## src/rtl/alu_issue_ctrl.sv

```systemverilog
// rtl/alu_issue_ctrl.sv - ALU control decoder with DEPTH-entry issue FIFO and register-LSH stall
// Optional same-cycle bypass of an empty queue: define ALU_CTRL_BYPASS_EN.
module alu_issue_ctrl #(
   parameter int DEPTH      = 4,
   parameter int CTRL_W     = 4,
   parameter int TAG_W      = 4,
   parameter int LSH_CYCLES = 2
) (
   input  logic                   clk,
   input  logic                   reset,
   input  logic                   flush,
   input  logic                   in_valid,
   output logic                   in_ready,
   input  logic [3:0]             opcode,
   input  logic [3:0]             opext,
   input  logic [TAG_W-1:0]       in_tag,
   output logic                   out_valid,
   input  logic                   out_ready,
   output logic [CTRL_W-1:0]      alucont,
   output logic [TAG_W-1:0]       out_tag,
   output logic                   out_illegal,
   output logic [$clog2(DEPTH):0] count
);

   localparam int PW = $clog2(DEPTH);
   localparam int CW = PW + 1;
   localparam int SW = (LSH_CYCLES > 1) ? $clog2(LSH_CYCLES) : 1;
   localparam logic [CTRL_W-1:0] LSH_REG    = CTRL_W'(4'b0111);
   localparam logic [SW-1:0]     STALL_LOAD = SW'(LSH_CYCLES - 1);

   logic [CTRL_W-1:0] mem_ctrl [DEPTH];
   logic [TAG_W-1:0]  mem_tag  [DEPTH];
   logic              mem_ill  [DEPTH];

   logic [PW-1:0] wptr, rptr;
   logic [SW-1:0] stall;
   logic [3:0]    dec_code;
   logic          dec_ill;
   logic          bypass, issue, fifo_deq, wr;

   always_comb begin
      dec_code = 4'b0110;
      dec_ill  = 1'b0;
      case (opcode)
         4'b0101: dec_code = 4'b0000;
         4'b1001: dec_code = 4'b0001;
         4'b0001: dec_code = 4'b0010;
         4'b0011: dec_code = 4'b0011;
         4'b0010: dec_code = 4'b0100;
         4'b1011: dec_code = 4'b0101;
         4'b1101: dec_code = 4'b0110;
         4'b1111: dec_code = 4'b1001;
         4'b1000: dec_code = (opext == 4'b0100) ? 4'b0111 : 4'b1000;
         4'b0000: begin
            case (opext)
               4'b0101: dec_code = 4'b0000;
               4'b1001: dec_code = 4'b0001;
               4'b0001: dec_code = 4'b0010;
               4'b0011: dec_code = 4'b0011;
               4'b0010: dec_code = 4'b0100;
               4'b1011: dec_code = 4'b0101;
               4'b1101: dec_code = 4'b0110;
               default: dec_ill  = 1'b1;
            endcase
         end
         default: dec_ill = 1'b1;
      endcase
   end

   assign in_ready = (count < CW'(DEPTH)) && !flush;

   always_comb begin
      out_valid   = 1'b0;
      alucont     = '0;
      out_tag     = '0;
      out_illegal = 1'b0;
`ifdef ALU_CTRL_BYPASS_EN
      bypass = (count == '0) && (stall == '0) && in_valid && !flush;
`else
      bypass = 1'b0;
`endif
      if (count != '0) begin
         alucont     = mem_ctrl[rptr];
         out_tag     = mem_tag[rptr];
         out_illegal = mem_ill[rptr];
         out_valid   = (stall == '0);
      end else if (bypass) begin
         alucont     = CTRL_W'(dec_code);
         out_tag     = in_tag;
         out_illegal = dec_ill;
         out_valid   = 1'b1;
      end
   end

   // A bypassed op that the ALU takes this cycle never occupies a FIFO slot.
   assign issue    = out_valid && out_ready && !flush;
   assign fifo_deq = issue && (count != '0);
   assign wr       = in_valid && in_ready && !(bypass && out_ready);

   always_ff @(posedge clk) begin
      if (wr) begin
         mem_ctrl[wptr] <= CTRL_W'(dec_code);
         mem_tag[wptr]  <= in_tag;
         mem_ill[wptr]  <= dec_ill;
      end
   end

   always_ff @(posedge clk or negedge reset) begin
      if (!reset) begin
         wptr  <= '0;
         rptr  <= '0;
         count <= '0;
         stall <= '0;
      end else if (flush) begin
         wptr  <= '0;
         rptr  <= '0;
         count <= '0;
         stall <= '0;
      end else begin
         if (wr)
            wptr <= wptr + 1'b1;
         if (fifo_deq)
            rptr <= rptr + 1'b1;
         case ({wr, fifo_deq})
            2'b10:   count <= count + 1'b1;
            2'b01:   count <= count - 1'b1;
            default: count <= count;
         endcase
         if (issue && (alucont == LSH_REG))
            stall <= STALL_LOAD;
         else if (stall != '0)
            stall <= stall - 1'b1;
      end
   end

endmodule

```

## config.mk

```make
export PLATFORM = sky130hd
export DESIGN_NAME = alu_issue_ctrl
export DESIGN_NICKNAME = d
export VERILOG_FILES = /design/src/rtl/alu_issue_ctrl.sv
export SDC_FILE = /design/constraint.sdc
export NUM_CORES = 1
export LEC_CHECK = 0
export ABC_AREA = 1
export CAP_MARGIN = 30
export CORE_MARGIN = 2
export CORE_UTILIZATION = 44
export DETAILED_ROUTE_END_ITERATION = 8
export DONT_BUFFER_PORTS = 1
export PLACE_DENSITY = 0.62
export SETUP_SLACK_MARGIN = 0.1
export SYNTH_ARGS = -nofsm -noshare
export SYNTH_HDL_FRONTEND = slang
export SYNTH_SLANG_ARGS = --single-unit
```

## constraint.sdc

```tcl
create_clock -name clk -period 1.77 [get_ports clk]
set_input_delay 0.354 -clock clk [delete_from_list [all_inputs] [get_ports clk]]
set_output_delay 0.354 -clock clk [all_outputs]
set_load 0.01 [all_outputs]
```

# Word-level counts from Yosys, hierarchy flattened
# Memory sizes are Yosys's and may differ from the RTL's.
# Index checks and enable logic that the tools add are counted.
[word_totals]
ff_bits = 8
ramBits = 36
input_bits = 17
wordCells = 68
n_memories = 3
[op_classes]
addsub = 5
n_lt_le_gt_ge = 1
n_eq_ne = 20
mux = 20
bitwise_logic = 1
reduce_logical = 14
[memory_table]
columns = ["memory", "words", "width", "rd", "rd_clocked_by_memory_dff", "wr", "line_no", "source"]
rows = [
  ["mem_ctrl", 4, 4, 1, 0, 1, "31", "logic [CTRL_W-1:0] mem_ctrl [DEPTH];"],
  ["mem_tag", 4, 4, 1, 0, 1, "32", "logic [TAG_W-1:0] mem_tag [DEPTH];"],
  ["mem_ill", 4, 1, 1, 0, 1, "33", "logic mem_ill [DEPTH];"],
]
[ops]
columns = ["op", "n"]
rows = [
  ["$pmux 4 s9", 1],
  ["$eq 4x4->1 const B", 8],
  ["$pmux 3 s6", 1],
  ["$eq 4x2->1 const B", 4],
  ["$eq 4x3->1 const B", 4],
  ["$mux 4", 3],
  ["$reduce_or 9->1", 1],
  ["$eq 4x1->1 const B", 2],
  ["$mux 1", 8],
  ["$mux 2", 4],
  ["$reduce_or 7->1", 1],
  ["$logic_and 1x1->1", 6],
  ["$pmux 3 s2", 1],
  ["$reduce_bool 3->1", 2],
  ["$add 2x1->2 const B", 2],
  ["$logic_not 4->1", 1],
  ["$reduce_bool 2->1", 2],
  ["$add 3x1->3 const B", 1],
  ["$lt 3x3->1 const B", 1],
  ["$mux 3", 1],
  ["$sub 3x1->3 const B", 1],
  ["$eq 2x1->1 const B", 1],
  ["$eq 2x2->1 const B", 1],
  ["$pmux 1 s2", 1],
  ["other kinds (3)", 3],
]

# Logic depth before layout (Yosys ltp)
# Gate-level depths: netlist of the first run.
[depth]
depth_word = 8
depth_mapped = 9
mapped_depth_nobuf = 9

# Least setup slack after synthesis of the first run
# Ideal clock, no wire load.
[synth_timing]
kind = "register to register"
from = "reg count[2]"
to = "reg count[1]"
setup_time_ns = 0.126
arrival_ns = 1.466
setup_slack_ns = 0.177
stages_incl_launch_ff = 8
path_buffers = 0
path_cell_list = "dfrtp_1 > inv_2 > a21oi_4 > nand3_2 > inv_1 > fa_1 > nand2_1 > o21ai_0"
[synth_between]
elab_chain_cells = 8
word_cells_on_any_way = 13
[synth_rtl]
columns = ["item", "line_no", "source"]
rows = [
  ["start: declaration", "22", "output logic [$clog2(DEPTH):0] count"],
  ["start signal: assignment", "125", "2'b10: count <= count + 1'b1;"],
  ["start signal: assignment", "126", "2'b01: count <= count - 1'b1;"],
  ["start signal: assignment", "127", "default: count <= count;"],
  ["$reduce_bool 3->1 *", "82", "if (count != '0) begin"],
  ["$mux 1 *", "82", ""],
  ["net out_valid", "17", "output logic out_valid,"],
  ["$logic_and 1x1->1 * (2 in a row)", "96", "assign issue = out_valid && out_ready && !flush;"],
  ["$logic_and 1x1->1 *", "97", "assign fifo_deq = issue && (count != '0);"],
  ["$eq 2x1->1 / $eq 2x2->1 (equally long branches)", "124", "case ({wr, fifo_deq})"],
  ["$pmux 3 s2", "124", ""],
  ["$mux 3", "114", "end else if (flush) begin"],
]
# The timed path passes the listed nets; every way through them passes the cells marked *.
# A chain may end at the register's enable or synchronous reset.

# Worst setup path in the final report of the first run
[layout_timing]
from = "reg rptr[0]"
to = "out alucont[1]"
[layout_between]
elab_chain_cells = 2
[layout_rtl]
columns = ["item", "line_no", "source"]
rows = [
  ["start: declaration", "35", "logic [PW-1:0] wptr, rptr;"],
  ["start signal: assignment", "123", "rptr <= rptr + 1'b1;"],
  ["$mem_v2 4x4", "n/a", ""],
  ["$mux 4", "82", ""],
  ["end: declaration", "19", "output logic [CTRL_W-1:0] alucont,"],
]
# Every way passes these cells.

==> flow_summary.json, run 1 <==
{
  "worst_pin_slew_ns": 0.376,
  "dieArea_um2": 5630,
  "cts_sinks": 44,
  "top_layer_used": "met4",
  "arrival_ns": 1.41,
  "synth_fa_ha_area_share_pct": 3.15,
  "crit_path_end_kind": "output pin",
  "synth-simple-area-share_pct": 17.7,
  "io_buffer_count": 0,
  "synthArstFlopShare_pct": 18.2,
  "synth_area_leaders": "edfxtp_1, dfrtp_1, nor2_1",
  "synth.avg_cell_area_um2": 9.83,
  "numCtsBuffers": 5,
  "cts_max_path_buffers": 2,
  "ant_nets": 0,
  "whs_endpoint": "rptr[1]",
  "multi_input_area_um2": 836,
  "max-slew-margin-rel_pct": 74.8,
  "core-area_um2": 4790,
  "numPlacedInstances": 298,
  "htree_num_levels": 2,
  "totalWireLength_um": 4470,
  "antennaDiodeCount": 0,
  "synth-seq-cells": 44,
  "dp_hpwl_um": 3100,
  "grt_pass1_vias": 1520,
  "final_util_pct": 54.0,
  "clk-insertion-delay-late_ns": 0.29,
  "syn_area_um2": 2220,
  "layout_common_cells": "nor2_1, edfxtp_1, inv_1, nand2_1, o21ai_1",
  "synth_warnings": 0,
  "ys_types": 30,
  "grt_start_max_net_pins": 16,
  "layout.cells.non_filler": 311,
  "synth_compound_area_share_pct": 14.2,
  "hold_depth": 1,
  "synth_ff_type": "edfxtp_1",
  "dr_wl_met2_um": 2240,
  "fmax_ghz": 0.567,
  "final_area_um2": 2580,
  "dpl_cell_area_um2": 2340,
  "cp_max_fo": 7,
  "hold_class": "input port to flop",
  "routed-wl-met3_um": 227,
  "fillers": 455,
  "post-route-min-period_ns": 1.76,
  "min_from": "flush",
  "synth.net_count": 248,
  "crit_required_ns": 1.42,
  "muxShareOfSynthArea_pct": 0,
  "vias": 1584,
  "synth_cells": 226,
  "die_w_um": 75.0,
  "fp-row-count": 25,
  "timing.final.crit_share_pct": 99.7,
  "rr_worst_depth": 9,
  "cts.reportedPaths.clkPinSlew_ns": 0.08,
  "regArea_um2": 1280,
  "synth_edf_count": 36,
  "io_pins": 31,
  "place_congestion": 0.756,
  "area_growth_pct": 16.3,
  "grt_setup_unrepaired": "true",
  "synth_top_family_by_area": "simple AND/OR/NAND/NOR gates",
  "drive_above_1_share_pct": 24.6,
  "max-cap-violations": 0,
  "drc": 0,
  "yosysTopAreaCell": "edfxtp_1",
  "regToRegSetupSlack_ns": 0.19,
  "grt_antenna_before_repair": 0,
  "wire_per_inst_um": 14.4,
  "finClkSkew_ns": 0.00920,
  "grt.total_usage_pct": 17.3,
  "synth_xor_area_share_pct": 0,
  "peakVddDrop_mv": 0.513,
  "drtIter0Drc": 76,
  "cts_tree": "yes",
  "r2r_end": "count[2]",
  "vias_per_cell": 5.09,
  "path_class": "flop to output pin",
  "seq_area_frac_synth_pct": 57.7,
  "grt_pass1_wl_um": 7070,
  "status": "finished clean",
  "nNetsFinal": 265,
  "grt.overflow.total": 0,
  "mostFrequentLayoutCell": "nor2_1",
  "clock-root-buffer": "clkbuf_8",
  "die_h_um": 75.0,
  "wl_met1_um": 1950,
  "pwr_density_cell_nw_per_um2": 860,
  "setup_viol": 0,
  "synth.top_cell.area_share_pct": 48.7,
  "final_hold_viol_count": 0,
  "slew_viol_final": 0,
  "first_pass_iters": 4,
  "power.leakage_nw": 1.01,
  "initial_utilization_pct": 46.4,
  "r2r_start": "count[1]",
  "cp-start-kind": "flop"
}
==> flip-flops by register name (all words and copies together), names as in the netlist <==
signal / cells
stall: 1
count: 3
wptr: 2
mem_ctrl: 16
rptr: 2
mem_tag: 16
mem_ill: 4
==> cells by family after synthesis <==
group / Yosys count
AOI/OAI and AO/OA: 52
adders and majority gates: 5
buffers and inverters: 36
DFF: 44
and+or+nand+nor: 89
==> critical path, cell delays in order, from the launching register on <==
cell       delay, ns
dfrtp_2         0.49
clkbuf_16       0.19
o21ai_1         0.19
a21oi_2         0.10
nor2_2          0.14
==> Yosys cell counts, types with 2 or more instances <==
| cell type | instances |
|---|---|
| nand4_1 | 2 |
| o31ai_1 | 2 |
| buf_4 | 3 |
| inv_1 | 21 |
| nand3_1 | 7 |
| nor3_1 | 2 |
| a21oi_2 | 3 |
| edfxtp_1 | 36 |
| nor2_1 | 48 |
| o21ai_0 | 9 |
| nand2_1 | 21 |
| o211ai_1 | 2 |
| a21oi_4 | 2 |
| o21ai_1 | 20 |
| a21oi_1 | 11 |
| dfrtp_1 | 8 |
| inv_2 | 9 |
| nand3_2 | 2 |
| nand2_2 | 3 |
| buf_6 | 2 |
| ha_1 | 4 |
==> how the worst max path moves through the flow <==
stage / depth (start not counted) / endpoint / from / slack (ns)
CTS: 5 / alucont[0] / rptr[0] / 0.007
finish: 4 / alucont[1] / rptr[0] / 0.005
global route: 5 / alucont[2] / rptr[0] / -0.05
floorplan: 7 / count[1] / count[2] / 0.18
detailed placement: 4 / out_tag[3] / rptr[0] / 0.17
global placement: 4 / out_tag[3] / rptr[0] / 0.19
==> layer usage <==
metal,vias to the layer above,track usage (%)
met4,0,6.55
met5,-,0
met1,748,20.8
li1,796,-
met2,36,30.0
met3,4,4.15
==> final cells by class <==
| type | instances | share of cell area [%] |
|---|---|---|
| Tap cell | 67 | 3.25 |
| Inverter | 30 | 4.65 |
| Timing Repair Buffer | 16 | 5.72 |
| Multi-Input combinational cell | 146 | 32.4 |
| Clock inverter | 3 | 1.65 |
| Clock buffer | 5 | 2.66 |
| Sequential cell | 44 | 49.7 |
==> timing repair <==
item                                   4_1_cts  5_1_grt
pin swaps                                    4       11
cloned                                       0        1
setup endpoints to repair                    9       11
gates resized for setup                     12       13
buffers inserted                             2        1
hold buffers                                 1        0
endpoints found under the hold margin        8        0
==> metrics by stage <==
step	power [mW]	setup slack, ns	hold slack (ns)	setup TNS (ns)
floorplan	1.39	0.177	0.0584	0
global placement	1.44	0.186	0.0586	0
detailed placement	1.45	0.166	0.0586	0
CTS	2.21	0.00681	0.112	0
global route	2.32	-0.0494	0.101	-0.311
finish	2.22	0.00538	0.119	0
==> power breakdown <==
| part | leakage, nW | total, mW | internal, mW | switching (mW) |
|---|---|---|---|---|
| clock network | 0.0558 | 0.750 | 0.418 | 0.332 |
| logic | 0.521 | 0.292 | 0.106 | 0.186 |
| registers | 0.435 | 1.18 | 1.16 | 0.0210 |
(Power assumes the default switching activity.)
==> run 2, diff against run 1 <==
--- a/config.mk
+++ b/config.mk
@@ -6,12 +6,13 @@
 export NUM_CORES = 1
 export LEC_CHECK = 0
 export ABC_AREA = 1
-export CAP_MARGIN = 30
+export ABC_CLOCK_PERIOD_IN_PS = 1770
+export CAP_MARGIN = 20
 export CORE_MARGIN = 2
-export CORE_UTILIZATION = 44
+export CORE_UTILIZATION = 62
 export DETAILED_ROUTE_END_ITERATION = 8
 export DONT_BUFFER_PORTS = 1
-export PLACE_DENSITY = 0.62
+export PLACE_DENSITY = 0.81
 export SETUP_SLACK_MARGIN = 0.1
 export SYNTH_ARGS = -nofsm -noshare
 export SYNTH_HDL_FRONTEND = slang
==> flow_summary.json, run 2 (same netlist as run 1, synthesis figures left out) <==
{
  "drc": 0,
  "clock-root-buffer": "clkbuf_4",
  "cts_sinks": 44,
  "vias_per_cell": 5.53,
  "grt.overflow.total": 0,
  "crit_required_ns": 1.42,
  "area_growth_pct": 14.9,
  "first_pass_iters": 4,
  "cts.reportedPaths.clkPinSlew_ns": 0.14,
  "slowest_delay_ns": 0.48,
  "slew_viol_final": 0,
  "cp-start-kind": "flop",
  "fp-row-count": 21,
  "max-cap-violations": 0,
  "hold_depth": 1,
  "crit_buf_inv": 1,
  "die_h_um": 63.9,
  "htree_num_levels": 2,
  "grt_setup_unrepaired": "true",
  "vias": 1627,
  "path_class": "flop to output pin",
  "cp_max_fo": 5,
  "post-place-ws_ns": 0.190,
  "dieArea_um2": 4080,
  "status": "finished with violations",
  "finClkSkew_ns": 0.0130,
  "finalWorstSetupSlack_ns": -0.0482,
  "multi_input_area_um2": 846,
  "fillers": 224,
  "rr_worst_depth": 7,
  "final_hold_viol_count": 0,
  "grt_start_max_net_pins": 16,
  "io_pins": 31,
  "grt.total_usage_pct": 23.9,
  "cp_num_cells": 5,
  "cts_max_path_buffers": 2,
  "peakVddDrop_mv": 0.513,
  "cp-startpoint": "rptr[0]",
  "mostFrequentLayoutCell": "nor2_1",
  "violations": "setup timing",
  "totalWireLength_um": 4390,
  "regArea_um2": 1280,
  "io_buffer_count": 0,
  "fmax_ghz": 0.550,
  "dp_hpwl_um": 3060,
  "numCtsBuffers": 5,
  "power.leakage_nw": 1.01,
  "layout.cells.non_filler": 294,
  "wire_per_inst_um": 14.9,
  "path_cells": "buf_2 -> nor2_1 -> nor2_1 -> o21ai_1 -> a21oi_2",
  "place_congestion": 0.802,
  "drive_above_1_share_pct": 27.4,
  "grt_antenna_before_repair": 0,
  "crit_top_cell": "nor2_1",
  "pwr_density_cell_nw_per_um2": 826,
  "clk-insertion-delay-late_ns": 0.35,
  "drtIter0Drc": 97,
  "cp_slowest_cell": "dfrtp_2",
  "setup_tns_ns": -0.168,
  "layout_common_cells": "nor2_1, edfxtp_1, inv_1, nand2_1, o21ai_1",
  "crit_path_end_kind": "output pin",
  "core-area_um2": 3390,
  "ant_nets": 0,
  "timing.final.crit_share_pct": 103,
  "reg_top3": "mem_ctrl (16), mem_tag (16), mem_ill (4)",
  "final_util_pct": 75.3,
  "worst_pin_slew_ns": 0.381,
  "post-route-min-period_ns": 1.82,
  "r2r_start": "count[2]",
  "nNetsFinal": 269,
  "grt_pass1_wl_um": 7360,
  "arrival_ns": 1.46,
  "hold_class": "input port to flop",
  "max-slew-margin-rel_pct": 74.5,
  "numPlacedInstances": 277,
  "die_w_um": 63.9,
  "cts_tree": "yes",
  "grt_pass1_vias": 1594,
  "min_from": "flush",
  "antennaDiodeCount": 0,
  "initial_utilization_pct": 65.5,
  "path_delay_family": "flip-flops",
  "setup_viol": 6
}
run 2: layer usage:
layer | GRT usage, % | vias up | routed length [um]
met3 | 6.51 | 8 | 135
met2 | 40.5 | 35 | 2190
met4 | 10.6 | 0 | 110
li1 | - | 812 | -
met1 | 28.5 | 772 | 1950
met5 | 0 | - | 0
run 2: layout make-up:
cell class | instances | area share [%]
Sequential cell | 44 | 50.3
Multi-Input combinational cell | 146 | 33.1
Timing Repair Buffer | 20 | 6.32
Inverter | 30 | 4.71
Tap cell | 46 | 2.25
Clock inverter | 3 | 1.81
Clock buffer | 5 | 1.47
run 2: final timing paths:
path                            slack (ns)          end
worst max-delay path                 -0.05  out_illegal
worst min-delay path                  0.04      rptr[1]
worst max register to register        0.17     count[1]
worst min register to register        0.58      wptr[0]
max in group asynchronous             1.14      rptr[1]
min in group asynchronous             0.33      wptr[1]
run 2: power breakdown:
group          switching [mW]  internal (mW)  leakage (nW)  total [mW]
logic                   0.190          0.108         0.534       0.298
registers              0.0202           1.16         0.435        1.18
clock network           0.329          0.302        0.0418       0.631
run 2: per-stage QoR:
stage / hold slack [ns] / total power [mW] / instance area (um2)
2_1_floorplan: 0.0584 / 1.39 / 2220
3_3_place_gp: 0.0586 / 1.44 / 2310
3_5_place_dp: 0.0586 / 1.45 / 2310
4_1_cts: 0.0212 / 2.11 / 2500
5_1_grt: 0.0122 / 2.20 / 2550
6_report: 0.0410 / 2.11 / 2550
run 2: repair_timing:
item	CTS	global route
setup buffers	6	1
hold endpoints to repair	8	0
hold buffers	1	0
gates resized for setup	19	10
setup endpoints to repair	9	10
pin swaps	6	6
cloned	0	1
==> run 3, diff against run 2 <==
--- a/config.mk
+++ b/config.mk
@@ -8,11 +8,12 @@
 export ABC_AREA = 1
 export ABC_CLOCK_PERIOD_IN_PS = 1770
 export CAP_MARGIN = 20
-export CORE_MARGIN = 2
+export CORE_MARGIN = 4
 export CORE_UTILIZATION = 62
 export DETAILED_ROUTE_END_ITERATION = 8
 export DONT_BUFFER_PORTS = 1
 export PLACE_DENSITY = 0.81
+export RECOVER_POWER = 100
 export SETUP_SLACK_MARGIN = 0.1
 export SYNTH_ARGS = -nofsm -noshare
 export SYNTH_HDL_FRONTEND = slang
==> flow_summary.json, run 3 (same netlist as run 1, synthesis figures left out) <==
{
  "cp_max_fo": 13,
  "wire_per_inst_um": 15.7,
  "dp_hpwl_um": 3210,
  "first_pass_iters": 4,
  "power.leakage_nw": 0.999,
  "violations": "setup timing",
  "worst_pin_slew_ns": 0.611,
  "grt_setup_unrepaired": "true",
  "antennaDiodeCount": 0,
  "place_congestion": 0.776,
  "combPwrFrac_pct": 14.0,
  "timing.final.crit_share_pct": 101,
  "grt.overflow.total": 0,
  "crit_path_end_kind": "output pin",
  "hold_class": "input port to flop",
  "initial_utilization_pct": 65.5,
  "pwr_density_cell_nw_per_um2": 820,
  "mostFrequentLayoutCell": "nor2_1",
  "grt.total_usage_pct": 21.7,
  "hold_ws_ns": 0.0322,
  "io_buffer_count": 0,
  "grt_pass1_wl_um": 7160,
  "drive_above_1_share_pct": 23.4,
  "nNetsFinal": 269,
  "core-area_um2": 3390,
  "setup_viol": 12,
  "reg_top3": "mem_ctrl (16), mem_tag (16), mem_ill (4)",
  "min_from": "flush",
  "arrival_ns": 1.44,
  "vias": 1636,
  "numPlacedInstances": 275,
  "grt_antenna_before_repair": 0,
  "finalPower_mw": 2.07,
  "cts.reportedPaths.clkPinSlew_ns": 0.12,
  "slew_viol_final": 0,
  "fp-row-count": 21,
  "cts_max_path_buffers": 2,
  "max-slew-margin-rel_pct": 58.8,
  "cp-startpoint": "rptr[0]",
  "path_class": "flop to output pin",
  "grt_pass1_vias": 1591,
  "dpl_cell_area_um2": 2300,
  "fillers": 232,
  "r2r_start": "count[2]",
  "cp-start-kind": "flop",
  "status": "finished with violations",
  "max-cap-violations": 0,
  "final_area_um2": 2530,
  "p_sw_share_pct": 25.0,
  "die_w_um": 67.9,
  "cts_tree": "yes",
  "post-place-ws_ns": 0.147,
  "ant_nets": 0,
  "layout.cells.non_filler": 294,
  "intPower_mw": 1.56,
  "setup_tns_ns": -0.102,
  "power.switching_mw": 0.518,
  "area_growth_pct": 13.8,
  "crit_required_ns": 1.42,
  "fmax_ghz": 0.558,
  "layout_common_cells": "nor2_1, edfxtp_1, inv_1, nand2_1, o21ai_1",
  "finClkSkew_ns": 0.0154,
  "finalWorstSetupSlack_ns": -0.0206,
  "clock-root-buffer": "clkbuf_4",
  "seq_power_share_pct": 56.9,
  "drc": 0,
  "drtIter0Drc": 91,
  "final_hold_viol_count": 0,
  "totalWireLength_um": 4620,
  "numCtsBuffers": 5,
  "htree_num_levels": 2,
  "dieArea_um2": 4600,
  "peakVddDrop_mv": 0.529,
  "clk-insertion-delay-late_ns": 0.36,
  "grt_start_max_net_pins": 14,
  "die_h_um": 67.9,
  "final_util_pct": 74.6,
  "io_pins": 31,
  "clockPowerShare_pct": 29.2,
  "vias_per_cell": 5.56,
  "cts_sinks": 44,
  "post-route-min-period_ns": 1.79
}
[run 3: cell types whose count changed in the layout (fill, tap and decap cells not counted), moves of 2 or more]
cell	previous run	this run
buf_4	15	13
clkbuf_1	0	4
inv_1	21	23
inv_2	7	4
inv_6	2	0
nor2_1	40	43
nor2_2	6	4
[run 3: path summary, 6_finish.rpt]
path                                       end  slack [ns]  cells past startpoint
worst min-delay path                   rptr[1]        0.03                      1
worst max-delay path                alucont[3]       -0.02                      4
max in group asynchronous              rptr[1]        1.14                      1
worst min register to register         wptr[0]        0.57                      1
min in group asynchronous             count[2]        0.33                      1
worst max register to register  mem_ctrl[0][2]       -0.02                      5
[run 3: layer usage]
metal	GRT usage (%)	share of wire [%]
met1	24.1	40
met2	37.3	50
met3	7.39	7.4
met4	10.7	1.7
met5	0	0
[run 3: power groups by stage]
| stage | Sequential (mW) | Clock, mW | Combinational, mW |
|---|---|---|---|
| 6_report | 1.18 | 0.604 | 0.290 |
| 5_1_grt | 1.18 | 0.661 | 0.322 |
| 4_1_cts | 1.18 | 0.606 | 0.271 |
| 3_5_place_dp | 1.20 | 0 | 0.240 |
| 3_3_place_gp | 1.20 | 0 | 0.233 |
| 2_1_floorplan | 1.20 | 0 | 0.190 |
[run 3: cell type report]
cell class	count	area [um2]	area share, %
inverters	30	123	4.85
repair buffers	20	156	6.19
flip-flops and latches	44	1280	50.8
clock buffers	6	41.3	1.63
clock inverters	2	35.0	1.39
well taps	46	57.6	2.28
multi-input cells	146	831	32.9
[run 3: critical path: stages (launching register included)]
cell     delay [ns]
dfrtp_2        0.48
inv_4          0.14
nor2_1         0.06
o22a_1         0.23
nor2_2         0.16
[run 3: timing repair]
| item | CTS | global route |
|---|---|---|
| buffers inserted | 3 | 7 |
| pin swaps | 4 | 9 |
| gates resized for setup | 19 | 13 |
| hold buffers | 1 | 0 |
| endpoints found under the hold margin | 8 | 0 |
| endpoints found under the setup margin | 9 | 11 |
